## config.mk

```make
export PLATFORM = sky130hd
export DESIGN_NAME = ahb_s2m_sel_ctrl
export DESIGN_NICKNAME = d
export VERILOG_FILES = /design/src/rtl/ahb_s2m_sel_ctrl.sv
export SDC_FILE = /design/constraint.sdc
export NUM_CORES = 1
export LEC_CHECK = 0
export BUFFER_PORTS_ARGS = -buffer_cell sky130_fd_sc_hd__buf_2
export CAP_MARGIN = 20
export CORE_ASPECT_RATIO = 0.9
export CORE_MARGIN = 3
export CORE_UTILIZATION = 36
export DETAILED_ROUTE_END_ITERATION = 12
export PLACE_DENSITY = 0.79
export SLEW_MARGIN = 10
export SYNTH_ARGS = -nofsm -noshare
export SYNTH_HDL_FRONTEND = slang
export SYNTH_SLANG_ARGS = --single-unit
```

## constraint.sdc

```tcl
create_clock -name hclk -period 1.45 [get_ports hclk]
set_input_delay 0.29 -clock hclk [delete_from_list [all_inputs] [get_ports hclk]]
set_output_delay 0.29 -clock hclk [all_outputs]
set_load 0.01 [all_outputs]
```

## src/rtl/ahb_s2m_sel_ctrl.sv

```systemverilog
// ahb_s2m_sel_ctrl: AHB address decode, data-phase mux select, default slave and stall watchdog.
// Unmapped NONSEQ/SEQ transfers, and transfers whose slave stalls past the watchdog limit, end in a two-cycle ERROR.
module ahb_s2m_sel_ctrl #(
    parameter int ADDR_WIDTH  = 32,
    parameter int HSLV_NUM    = 5,
    parameter int REGION_BITS = 28,
    parameter int TIMEOUT_CYC = 256,
    parameter int SEL_W       = $clog2(HSLV_NUM + 1)
) (
    input  logic                  hclk,
    input  logic                  hresetn,
    input  logic [ADDR_WIDTH-1:0] haddr,
    input  logic [1:0]            htrans,
    input  logic                  hready,
    input  logic                  tout_en_i,
    output logic [HSLV_NUM:0]     hsel_o,
    output logic [SEL_W-1:0]      mux_sel_o,
    output logic                  def_hready_o,
    output logic                  def_hresp_o,
    output logic                  timeout_o
);
    localparam int IDX_W = ADDR_WIDTH - REGION_BITS;
    localparam int CNT_W = $clog2(TIMEOUT_CYC);
    localparam logic [SEL_W-1:0] DEF_SEL = SEL_W'(HSLV_NUM);
    localparam logic [CNT_W-1:0] CNT_MAX = CNT_W'(TIMEOUT_CYC - 1);
    localparam logic [1:0] D_OK   = 2'd0;
    localparam logic [1:0] D_ERR1 = 2'd1;
    localparam logic [1:0] D_ERR2 = 2'd2;

    logic [IDX_W-1:0] idx;
    logic [SEL_W-1:0] dec_sel;
    logic [SEL_W-1:0] mux_sel_q, mux_sel_d;
    logic             dp_active_q, dp_active_d;
    logic [1:0]       st_q, st_d;
    logic [CNT_W-1:0] cnt_q, cnt_d;
    logic             tout_q;
    logic             def_acc, stall, fire;

    assign idx     = haddr[ADDR_WIDTH-1:REGION_BITS];
    assign dec_sel = ({1'b0, idx} < (IDX_W + 1)'(HSLV_NUM)) ? SEL_W'(idx) : DEF_SEL;
    assign hsel_o  = (HSLV_NUM + 1)'(1) << dec_sel;

    // Only an accepted NONSEQ/SEQ to an unmapped region earns an ERROR; IDLE/BUSY gets OKAY.
    assign def_acc = hready & htrans[1] & (dec_sel == DEF_SEL);
    assign stall   = dp_active_q & ~hready & (mux_sel_q != DEF_SEL) & tout_en_i;
    assign fire    = stall & (cnt_q == CNT_MAX);

    always_comb begin
        mux_sel_d   = fire ? DEF_SEL : (hready ? dec_sel : mux_sel_q);
        dp_active_d = hready ? htrans[1] : dp_active_q;
        cnt_d       = (stall && !fire) ? cnt_q + 1'b1 : '0;
        st_d        = fire ? D_ERR1 :
                      (st_q == D_ERR1) ? D_ERR2 :
                      def_acc ? D_ERR1 : D_OK;
    end

    always_ff @(posedge hclk or negedge hresetn) begin
        if (!hresetn) begin
            mux_sel_q   <= DEF_SEL;
            dp_active_q <= 1'b0;
            st_q        <= D_OK;
            cnt_q       <= '0;
            tout_q      <= 1'b0;
        end else begin
            mux_sel_q   <= mux_sel_d;
            dp_active_q <= dp_active_d;
            st_q        <= st_d;
            cnt_q       <= cnt_d;
            tout_q      <= fire;
        end
    end

    assign mux_sel_o    = mux_sel_q;
    assign def_hready_o = (st_q != D_ERR1);
    assign def_hresp_o  = (st_q != D_OK);
    assign timeout_o    = tout_q;
endmodule

```

== Word level (Yosys, flattened, before mapping) ==
Index checks and enable logic that the tools add are counted.

* Register bits: 15
* Input bits: 38
* Output and inout port bits: 12
* Word-level logic and storage cells: 31

* Add/subtract/negate cells: 1
* Order comparisons: 1
* Equality and inequality tests: 5
* Shifts and indexed selects: 1
* Muxes and demuxes: 7
* Bitwise gates (word level): 7
* Reductions and logical operators: 4

{| class="wikitable"
|+ Operators with widths
! cell !! number
|-
| $mux 3 || 3
|-
| $add 8x1->8 const B || 1
|-
| $eq 8x8->1 const B || 1
|-
| $mux 8 || 1
|-
| $and 1x1->1 || 6
|-
| $shl 1x3->6 const A || 1
|-
| $lt 4x3->1 const B || 1
|-
| $mux 2 || 2
|-
| $reduce_bool 2->1 || 2
|-
| $eq 3x3->1 const B || 1
|-
| $ne 3x3->1 const B || 1
|-
| $eq 2x1->1 const B || 1
|-
| $ne 2x1->1 const B || 1
|-
| $logic_and 1x1->1 || 1
|-
| $logic_not 1->1 || 1
|-
| $mux 1 || 1
|-
| $not 1->1 || 1
|}

== Logic depth before layout (Yosys ltp) ==
Gate-level depths: netlist of run 1.

* Depth after elaboration: 8
* Depth in mapped cells: 4
* Depth with buffers taken out: 4

== Worst setup path after synthesis of run 1 ==
OpenSTA, ideal clock, no wires.

* Kind: reg2reg
* From: reg cnt_q[0]
* To: reg cnt_q[1]
* Library setup time: 0.120 ns
* Arrival: 1.254 ns
* Data required time: 1.330 ns
* Setup slack: 0.076 ns
* Stages on the path, launching flop included: 5
* Buffers on the path: 0
* Clock period less this slack: 1.374 ns
* Cell sequence: dfrtp_1 -> ha_1 -> nand2_1 -> or3_1 -> and3_1

* Cells in the longest elaborated chain, start to end: 5
* Elaborated cells between the ends (all ways): 6
* Classes of those cells: add/sub: 1; eq/ne: 1; mux: 1; bitwise: 1; reduce/logical: 2

{| class="wikitable"
|+ RTL lines
! element !! line !! text
|-
| from (decl) || 35 || <nowiki>logic [CNT_W-1:0] cnt_q, cnt_d;</nowiki>
|-
| from (signal assigned) || 68 || <nowiki>cnt_q <= cnt_d;</nowiki>
|-
| parallel branches: the longest is 4 deep, another holds $add 8x1->8 || n/a ||
|-
| $mux 8 * || 51 || <nowiki>cnt_d = (stall && !fire) ? cnt_q + 1'b1 : '0;</nowiki>
|-
| named net cnt_d[1] || 35 ||
|}

Mark *: on every way through the listed nets, which the timed path passes.
A chain may end at the register's enable or synchronous reset.

== Worst setup path after layout of run 1 ==
* From: reg st_q[1]
* To: out def_hresp_o

* Cells in the longest elaborated chain, start to end: 1

{| class="wikitable"
|+ RTL lines
! element !! line !! text
|-
| from (decl) || 34 || <nowiki>logic [1:0] st_q, st_d;</nowiki>
|-
| from (signal assigned) || 67 || <nowiki>st_q <= st_d;</nowiki>
|-
| $reduce_bool 2->1 || 75 || <nowiki>assign def_hresp_o = (st_q != D_OK);</nowiki>
|-
| to (decl) || 19 || <nowiki>output logic def_hresp_o,</nowiki>
|}

No other way between the ends.

==> results by group, run 1 <==
Global routing
  • Vias in the first global route: between 600 and 700
  • Sum of overflow across all layers after global routing: 0
  • Maximum number of pins on one net before global-route repair: 16
  • Global-route wire length before repair: between 2 and 3 mm
  • Initial antenna violation count: 0
  • Tot GR Track Use: 0.1379

CTS
  • H-tree depth: 1
  • Clock slew at the register clock pins of the worst setup and hold paths: 100 ps
  • Clk Latency, worst-skew pair: ~290 ps
  • Quantity of hold-fixing buffers added after cts: 1
  • Number of gates resized after cts: 0
  • Post CTS Setup Buffer Count: 0
  • Max clock buf depth: 2
  • Clock tree from TritonCTS: done
  • Sink Count: 15
  • Inserted Clock Buffers: 3
  • Clock root buffer: sky130_fd_sc_hd__clkbuf_4

Setup path
  • Type of destination of the critical path: primary output
  • Critical path data required time: between 1000 and 1500 ps
  • Arrival @ worst endpoint: between 1000 and 1500 ps
  • Startpoint-to-endpoint class of the critical path: register to primary output
  • Maximum fanout along the worst path: 2
  • CP startpoint kind: register

Timing
  • Min Clock Period, post-route: around 1400 ps
  • Sum Neg Setup Slack: 0 ps
  • Final critical-path share of the clock period: 0.9548
  • Headroom to the max-slew limit: 0.7581
  • Fin. max-slew vios: 0
  • Hold Vio Cnt, Final: 0
  • RSZ-0062 raised after global routing: false
  • Clock skew after layout: around 10 ps
  • Worst hold-check slack: approximately 210 ps
  • Fmax achieved: roughly 720 MHz
  • Transition time at the pin with the least slew margin: between 300 and 400 ps
  • Setup violations, final: 0

Synthesis
  • Net count of the mapped netlist: 112
  • Number of enable-type register cells in the synthesized netlist: 0
  • Library cell occupying the most area in the post-synthesis netlist: sky130_fd_sc_hd__dfrtp_1
  • Count of state elements after synthesis: 15
  • Synth Warn #: 0
  • Synth Flop Type: sky130_fd_sc_hd__dfrtp_1
  • Most instantiated library cell after synthesis: sky130_fd_sc_hd__dfrtp_1
  • Synth top area share: 0.4399
  • Mean area per synthesized cell: 10.13 um2
  • Syn Inst Count: 73
  • Top cells by instance count after synthesis: 13 x sky130_fd_sc_hd__dfrtp_1, 6 x sky130_fd_sc_hd__nor2_1, 5 x sky130_fd_sc_hd__a21oi_1, 5 x sky130_fd_sc_hd__nand3_1
  • Sequential cell area fraction in the yosys report: 0.5110
  • Number of unique standard cell types used by synthesis: 34
  • Area of the mapped netlist: around 740 um2
  • Synth area leaders: sky130_fd_sc_hd__dfrtp_1 44%, sky130_fd_sc_hd__dfstp_2 7.1%, sky130_fd_sc_hd__a21oi_1 3.4%, sky130_fd_sc_hd__and3_1 3.4%, sky130_fd_sc_hd__nand3_1 3.4%
  • Share of flip-flops with an asynchronous set or reset after synthesis: 1.000

Pwr
  • Lkg Pwr: 0.4587 nW
  • Power density over the cells: approximately 830 nW/um2
  • IR drop worst, VDD: between 0.0005 and 0.0006 V

Drt
  • Post-route DRC violation count: 0
  • Number of nets with antenna violations after detailed routing: 0
  • Via-per-instance ratio: 5.227
  • Iteration-0 DRC Markers: 7
  • Number of detailed-route iterations in the first pass: 4
  • Vias after detailed routing: roughly 670
  • Post-detailed-routing wire length: around 1.6 mm
  • Drt wl/cell: 12.34 um

Placed design
  • RD Place Congestion: approximately 0.81
  • DPL Wire Length: approximately 1.2 mm
  • Input/output buffers: 20

Die
  • Std cell rows: 14
  • Die extent in y: 49.00 um
  • Total Die Area: between 2000 and 3000 um2
  • Starting density of the core: 0.4098
  • Standard cell core area: 1804 um2
  • Top-Level Pins: 50
  • Horiz. Die Dim: about 54 um

Run
  • Max cap viols: 0

Cells and area
  • Diodes inserted: 0
  • Share of final-layout standard cells stronger than drive strength 1: 0.3365
  • Final-stage net count: 144
  • Area added between synthesis and finish: 29.10%

Hold path
  • Tightest Hold Check Type: input port to register

Outcome
  • Run status: complete, no violations
final timing paths:
path	start	end	slack [ps]	cells past startpoint
max	st_q[1]	def_hresp_o	70	2
min	htrans[1]	dp_active_q	210	2
max reg2reg	cnt_q[3]	cnt_q[1]	80	3
min reg2reg	mux_sel_o[2]	mux_sel_o[2]	530	2
max in group asynchronous	hresetn	mux_sel_o[0]	740	2
min in group asynchronous	hresetn	st_q[1]	410	2
layout make-up:
class | instances | area (um2)
inverter | 2 | 7.507
clock inverter | 1 | 7.507
timing repair buffer | 27 | 155.1
multi-input combinational | 56 | 354.1
tap | 24 | 30.03
fill | 172 | 849.6
clock buffer | 3 | 22.52
sequential | 15 | 377.9
through the flow:
step / area, um2 / power (W) / std cells / setup WS, ps / util
finish: 954.7 / 0.0007915 / 128 / 65.59 / 0.5291
global route: 954.7 / 0.0008323 / 128 / 8.573 / 0.5291
CTS: 954.7 / 0.0008015 / 128 / 50.11 / 0.5291
detailed placement: 914.6 / 0.0005491 / 123 / 110.0 / 0.5069
global placement: 914.6 / 0.0005465 / 123 / 127.0 / 0.5069
floorplan: 739.5 / 0.0004920 / 73 / 76.30 / -
cell families (layout without fill, tap and decap cells):
kind of cell / Yosys count / in the layout / share of synthesized area
DFF: 15 / 15 / 0.5110
AOI/OAI and AO/OA: 16 / 16 / 0.1438
adders and majority gates: 1 / 1 / 0.01692
and+or+nand+nor: 36 / 36 / 0.2826
xor gates and xnor gates: 3 / 3 / 0.03554
buffers and inverters: 2 / 33 / 0.01014
placed cells by master (no fill, tap or decap):
master / synthesis / routed
sky130_fd_sc_hd__nand2_1: 4 / 4
sky130_fd_sc_hd__dlygate4sd3_1: 0 / 1
sky130_fd_sc_hd__or2_2: 1 / 1
sky130_fd_sc_hd__a22o_1: 1 / 1
sky130_fd_sc_hd__nor4b_1: 1 / 1
sky130_fd_sc_hd__a2111oi_0: 1 / 1
sky130_fd_sc_hd__a21o_1: 3 / 3
sky130_fd_sc_hd__clkinvlp_4: 0 / 1
sky130_fd_sc_hd__nor2b_1: 2 / 2
sky130_fd_sc_hd__dfrtp_1: 13 / 13
sky130_fd_sc_hd__a211oi_1: 1 / 1
sky130_fd_sc_hd__and3_1: 4 / 4
sky130_fd_sc_hd__nor2_1: 6 / 6
sky130_fd_sc_hd__clkbuf_4: 0 / 3
sky130_fd_sc_hd__a31oi_1: 1 / 1
sky130_fd_sc_hd__nor3_1: 3 / 3
sky130_fd_sc_hd__or2_1: 1 / 1
sky130_fd_sc_hd__ha_1: 1 / 1
sky130_fd_sc_hd__clkinv_1: 1 / 1
sky130_fd_sc_hd__inv_1: 1 / 1
sky130_fd_sc_hd__or4_1: 1 / 1
sky130_fd_sc_hd__o31ai_1: 1 / 1
sky130_fd_sc_hd__nor3_2: 1 / 1
sky130_fd_sc_hd__o22ai_1: 1 / 1
sky130_fd_sc_hd__o21ai_0: 1 / 1
sky130_fd_sc_hd__xnor2_1: 1 / 1
sky130_fd_sc_hd__nand2b_1: 1 / 1
sky130_fd_sc_hd__nand3_1: 5 / 5
sky130_fd_sc_hd__or3_1: 2 / 2
sky130_fd_sc_hd__dfstp_2: 2 / 2
sky130_fd_sc_hd__nand4_2: 1 / 1
sky130_fd_sc_hd__nand3b_1: 1 / 1
sky130_fd_sc_hd__o221ai_1: 1 / 1
sky130_fd_sc_hd__and4_1: 1 / 1
sky130_fd_sc_hd__a21oi_1: 5 / 5
sky130_fd_sc_hd__xor2_1: 2 / 2
sky130_fd_sc_hd__nor3b_1: 1 / 1
sky130_fd_sc_hd__buf_2: 0 / 20
sky130_fd_sc_hd__buf_4: 0 / 6
worst max-delay path, stage by stage, from the launching register on:
cell                      delay [ps]
sky130_fd_sc_hd__dfrtp_1         380
sky130_fd_sc_hd__or2_2           280
sky130_fd_sc_hd__buf_2           140
flip-flops by register name (all words and copies together) (netlist names):
signal       flops
st_q             2
dp_active_q      1
cnt_q            8
timeout_o        1
mux_sel_o        3
layer usage:
metal  vias to the layer above  GRT usage  wire length [um]
met4                         0    0.03404                 0
li1                        333          -                 -
met2                        31     0.2177               746
met3                         0    0.05505               125
met1                       305     0.1718               708
met5                         -          0                 0
power breakdown:
group	switching, W	internal [W]
clock network	0.000145	0.000105
logic	0.0000547	0.0000459
registers	0.00000661	0.000434
Power figures use the tool's default switching activity.
==> inputs of run 2 (changes only) <==
--- a/config.mk
+++ b/config.mk
@@ -7,11 +7,14 @@
 export LEC_CHECK = 0
 export BUFFER_PORTS_ARGS = -buffer_cell sky130_fd_sc_hd__buf_2
 export CAP_MARGIN = 20
+export CELL_PAD_IN_SITES_DETAIL_PLACEMENT = 1
+export CELL_PAD_IN_SITES_GLOBAL_PLACEMENT = 2
 export CORE_ASPECT_RATIO = 0.9
 export CORE_MARGIN = 3
-export CORE_UTILIZATION = 36
+export CORE_UTILIZATION = 19
 export DETAILED_ROUTE_END_ITERATION = 12
-export PLACE_DENSITY = 0.79
+export GPL_TIMING_DRIVEN = 1
+export PLACE_DENSITY_LB_ADDON = 0.1
 export SLEW_MARGIN = 10
 export SYNTH_ARGS = -nofsm -noshare
 export SYNTH_HDL_FRONTEND = slang
==> run 2 against run 1 <==
Combinational power about the same. Power up 12%. Sequential power about the same. Non-clock buffer count up 2. Register-to-register slack improved by 50 ps. Largest cell class unchanged. Largest power group unchanged.
==> results by group, run 2 (same netlist as run 1, synthesis figures left out) <==
Timing
  • Clock skew after layout: about 2.9 ps
  • Sum Neg Setup Slack: 0 ps
  • Worst hold-check slack: 281.4 ps
  • RSZ-0062 raised after global routing: false
  • Min Clock Period, post-route: around 1300 ps
  • Transition time at the pin with the least slew margin: approximately 530 ps
  • Headroom to the max-slew limit: 0.6391
  • Fmax achieved: between 700 and 800 MHz
  • Final critical-path share of the clock period: 0.9109
  • Hold Vio Cnt, Final: 0
  • Setup violations, final: 0
  • Fin. max-slew vios: 0

Cells and area
  • Most common library cell in the layout ignoring fill and taps: sky130_fd_sc_hd__buf_2
  • Final-stage net count: ~150
  • Largest reg by FF count: cnt_q
  • Most used cells in the layout excluding fill and tap cells: 20 x sky130_fd_sc_hd__buf_2, 11 x sky130_fd_sc_hd__dfrtp_1, 8 x sky130_fd_sc_hd__buf_4
  • Area added between synthesis and finish: 36.89%
  • Fill cell total of the finished layout: about 420
  • Number of cells in the finished layout apart from fillers: 150
  • Max reg flops: 8
  • Share of final-layout standard cells stronger than drive strength 1: 0.3585
  • Total area of multi-input combinational cells: about 350 um2
  • Sequential cell area: 380.4 um2
  • Diodes inserted: 0

Setup path
  • CP cell instances: or2_2 -> buf_2
  • Buffers plus inverters on the worst setup path: 1
  • Startpoint-to-endpoint class of the critical path: register to primary output
  • Maximum fanout along the worst path: 2
  • Type of destination of the critical path: primary output
  • CP startpoint kind: register
  • Arrival @ worst endpoint: a little over 1000 ps
  • CP top delay family: flip-flops
  • Critical path data required time: around 1200 ps
  • Beginning of the critical path: st_q[1]
  • Delay of the slowest cell on the worst path: between 300 and 400 ps
  • Beginning of the worst register-to-register path: cnt_q[1]
  • Crit path max-delay cell type: sky130_fd_sc_hd__dfrtp_1

Die
  • Std cell rows: 20
  • Die extent in y: about 65 um
  • Total Die Area: about 4700 um2
  • Top-Level Pins: 50
  • Starting density of the core: 0.2081
  • Horiz. Die Dim: 71.76 um
  • Standard cell core area: roughly 3600 um2

Drt
  • Number of detailed-route iterations in the first pass: 4
  • Post-route DRC violation count: 0
  • Iteration-0 DRC Markers: 13
  • Via-per-instance ratio: between 4 and 5
  • Vias after detailed routing: 674
  • Post-detailed-routing wire length: ~2.0 mm
  • Drt wl/cell: 13.27 um
  • Number of nets with antenna violations after detailed routing: 0

CTS
  • Sink Count: 15
  • H-tree depth: 1
  • Clock root buffer: sky130_fd_sc_hd__clkbuf_8
  • Inserted Clock Buffers: 3
  • Max clock buf depth: 2
  • Post CTS Setup Buffer Count: 0
  • Clk Latency, worst-skew pair: approximately 240 ps
  • Clock slew at the register clock pins of the worst setup and hold paths: approximately 60 ps
  • Clock tree from TritonCTS: done

Hold path
  • Tightest Hold Check Type: input port to register
  • Start point of the worst hold path: htrans[1]

Global routing
  • Global-route wire length before repair: 3.429 mm
  • Vias in the first global route: 708
  • Sum of overflow across all layers after global routing: 0
  • Tot GR Track Use: 0.09355
  • Initial antenna violation count: 0
  • Maximum number of pins on one net before global-route repair: 16

Run
  • Max cap viols: 0

Placed design
  • Placed Cells: about 150
  • Input/output buffers: 20
  • RD Place Congestion: approximately 0.71
  • DPL Wire Length: approximately 1.5 mm

Pwr
  • IR drop worst, VDD: 0.0002696 V
  • Lkg Pwr: roughly 0.47 nW
  • Power density over the cells: between 800 and 900 nW/um2

Outcome
  • Run status: complete, no violations
run 2: cell types whose count changed in the layout (fill, tap and decap cells not counted), sizes merged:
| cell | previous run | this run |
|---|---|---|
| buf | 26 | 28 |
| clkbuf | 3 | 4 |
| clkinvlp | 1 | 0 |
run 2: metrics by stage:
step / power [W] / area, um2 / setup WS, ps / util
after CTS: 0.0009116 / 1010 / 64.11 / 0.2842
after floorplan: 0.0004920 / 739.5 / 76.30 / -
final: 0.0008867 / 1012 / 129.2 / 0.2849
after global routing: 0.0009402 / 1012 / 23.14 / 0.2849
after detailed placement: 0.0005532 / 954.7 / 87.55 / 0.2687
after global placement: 0.0005547 / 954.7 / 62.37 / 0.2687
run 2: final timing paths:
check                          endpoint  slack, ps  cells past startpoint
max in group asynchronous  mux_sel_o[0]        660                      2
setup / recovery            def_hresp_o        130                      2
hold reg to reg            mux_sel_o[2]        540                      2
hold / removal              dp_active_q        280                      2
min in group asynchronous      cnt_q[1]        490                      2
setup reg to reg               cnt_q[1]        130                      4
run 2: area by class of cell:
class	count	share of cell area
inverter	2	0.007417
clock buffer	4	0.04450
sequential	15	0.3758
tap	44	0.05439
multi-input combinational	56	0.3498
timing repair buffer	29	0.1681
run 2: repair_timing:
| item | in CTS | in global routing |
|---|---|---|
| setup endpoints to repair | 0 | 2 |
| hold buffers | 1 | 0 |
| resized for setup | 0 | 2 |
| endpoints found under the hold margin | 13 | 0 |
run 2: report_power, final:
part / internal (W) / switching [W]
registers: 0.000435 / 0.00000715
logic: 0.0000462 / 0.0000577
clock network: 0.000194 / 0.000146
run 2: routing by layer:
layer / routed length [um] / part of all wire / GRT usage / vias to the layer above
met5: 0 / 0 / 0 / -
li1: - / - / - / 336
met3: 64 / 0.032 / 0.02446 / 0
met1: 1013 / 0.51 / 0.1265 / 331
met4: 0 / 0 / 0.02817 / 0
met2: 914 / 0.46 / 0.1456 / 7
==> inputs of run 3 (changes only) <==
--- a/config.mk
+++ b/config.mk
@@ -9,7 +9,7 @@
 export CAP_MARGIN = 20
 export CELL_PAD_IN_SITES_DETAIL_PLACEMENT = 1
 export CELL_PAD_IN_SITES_GLOBAL_PLACEMENT = 2
-export CORE_ASPECT_RATIO = 0.9
+export CORE_ASPECT_RATIO = 2
 export CORE_MARGIN = 3
 export CORE_UTILIZATION = 19
 export DETAILED_ROUTE_END_ITERATION = 12
==> run 3 against run 2 <==
Sequential power about the same. Critical endpoint is now cnt_q[1]. Cell count rose by 3.3%. Wire length grew 19%. Die area up 0.94%.
==> results by group, run 3 (same netlist as run 1, synthesis figures left out) <==
Placed design
  • RD Place Congestion: roughly 0.72
  • DPL Wire Length: approximately 1.9 mm
  • Placed Cells: 150
  • Input/output buffers: 20

Pwr
  • Net switching power of the design: around 0.00022 W
  • Lkg Pwr: around 0.48 nW
  • Portion of total power attributed to the clock network: 0.384
  • Power density over the cells: roughly 900 nW/um2
  • Internal power of the cells: between 0.0006 and 0.0007 W
  • Seq pwr share: 0.497
  • PnR Total Power: 0.0008914 W
  • Gate power share: 0.119
  • Sw Share: 0.2422
  • IR drop worst, VDD: just over 0.0003 V

Setup path
  • Critical path data required time: 1590 ps
  • CP cell instances: nand4_2 -> or3_1 -> and3_1
  • Maximum fanout along the worst path: 4
  • Crit path max-delay cell type: sky130_fd_sc_hd__or3_1
  • CP startpoint kind: register
  • Startpoint-to-endpoint class of the critical path: register to register
  • Arrival @ worst endpoint: roughly 1500 ps
  • Delay of the slowest cell on the worst path: roughly 460 ps
  • Type of destination of the critical path: register

Cells and area
  • Most used cells in the layout excluding fill and tap cells: 20 x sky130_fd_sc_hd__buf_2, 12 x sky130_fd_sc_hd__dfrtp_1, 8 x sky130_fd_sc_hd__buf_4
  • Max reg flops: 8
  • Number of cells in the finished layout apart from fillers: between 150 and 200
  • Fill cell total of the finished layout: 437
  • Sequential cell area: roughly 380 um2
  • Final-stage net count: 146
  • Largest reg by FF count: cnt_q
  • Most common library cell in the layout ignoring fill and taps: sky130_fd_sc_hd__buf_2
  • Share of final-layout standard cells stronger than drive strength 1: 0.3491
  • Diodes inserted: 0
  • Area added between synthesis and finish: 37.56%
  • Total area of multi-input combinational cells: 354.1 um2

Die
  • Standard cell core area: roughly 3700 um2
  • Horiz. Die Dim: 50.11 um
  • Total Die Area: 4722 um2
  • Std cell rows: 31
  • Top-Level Pins: 50
  • Starting density of the core: 0.2007
  • Die extent in y: 94.23 um

CTS
  • Max clock buf depth: 2
  • Clock tree from TritonCTS: done
  • Post CTS Setup Buffer Count: 0
  • Clk Latency, worst-skew pair: approximately 250 ps
  • H-tree depth: 1
  • Clock slew at the register clock pins of the worst setup and hold paths: approximately 70 ps
  • Clock root buffer: sky130_fd_sc_hd__clkbuf_8
  • Sink Count: 15
  • Inserted Clock Buffers: 3

Timing
  • Fmax achieved: about 740 MHz
  • Min Clock Period, post-route: around 1400 ps
  • Transition time at the pin with the least slew margin: around 370 ps
  • Sum Neg Setup Slack: 0 ps
  • Headroom to the max-slew limit: 0.7465
  • Final critical-path share of the clock period: 0.9363
  • RSZ-0062 raised after global routing: false
  • Setup violations, final: 0
  • Fin. max-slew vios: 0
  • Clock skew after layout: ~5.7 ps
  • Hold Vio Cnt, Final: 0

Hold path
  • Tightest Hold Check Type: input port to register

Global routing
  • Global-route wire length before repair: 3.960 mm
  • Maximum number of pins on one net before global-route repair: 16
  • Vias in the first global route: 800
  • Tot GR Track Use: 0.1129
  • Initial antenna violation count: 0
  • Sum of overflow across all layers after global routing: 0

Drt
  • Via-per-instance ratio: about 4.5
  • Post-route DRC violation count: 0
  • Post-detailed-routing wire length: roughly 2.4 mm
  • Drt wl/cell: about 15 um
  • Number of nets with antenna violations after detailed routing: 0
  • Number of detailed-route iterations in the first pass: 4
  • Vias after detailed routing: between 700 and 800
  • Iteration-0 DRC Markers: 8

Outcome
  • Run status: complete, no violations

Run
  • Max cap viols: 0
[run 3: worst paths after layout]
path	from	endpoint	slack (ps)	depth (start not counted)
max	cnt_q[5]	cnt_q[1]	90	3
min	htrans[1]	dp_active_q	260	2
max reg2reg	cnt_q[5]	cnt_q[1]	90	3
min reg2reg	mux_sel_o[2]	mux_sel_o[2]	540	2
max in group asynchronous	hresetn	mux_sel_o[0]	670	2
min in group asynchronous	hresetn	cnt_q[7]	480	2
[run 3: power by group through the flow]
stage	clock network, W	logic, W	registers, W
3_5_place_dp	0	0.000108	0.000451
2_1_floorplan	0	0.0000398	0.000452
4_1_cts	0.000360	0.000110	0.000443
3_3_place_gp	0	0.000106	0.000450
6_report	0.000343	0.000106	0.000443
5_1_grt	0.000373	0.000121	0.000445
[run 3: repair_timing]
item,in CTS,in global routing
hold buffers,1,0
endpoints found under the hold margin,13,0
resized for setup,0,1
endpoints found under the setup margin,0,2
[run 3: metal layers]
layer | part of all wire | track usage
met3 | 0.040 | 0.01908
met4 | 0.015 | 0.05543
met5 | 0 | 0
met2 | 0.60 | 0.2151
met1 | 0.34 | 0.1121
[run 3: final cells by class]
class                   count  area share
clock buffers               4     0.04428
inverters                   2    0.007380
multi-input cells          56      0.3481
flip-flops and latches     15      0.3727
well taps                  49     0.06027
repair buffers             29      0.1673
[run 3: critical path: cells and delay by family, from the launching register on]
| family | cells | cell delay, ps |
|---|---|---|
| flops | 1 | 400 |
| simple gates | 3 | 860 |
[run 3: through the flow]
stage	setup slack, ps	area, um2	util	hold slack (ps)
after floorplan	76.30	739.5	-	-5.591
after global placement	67.70	960.9	0.2608	230.4
after detailed placement	47.19	960.9	0.2608	229.0
after CTS	40.35	1016	0.2757	255.3
after global routing	9.385	1017	0.2761	275.7
final	92.40	1017	0.2761	259.1
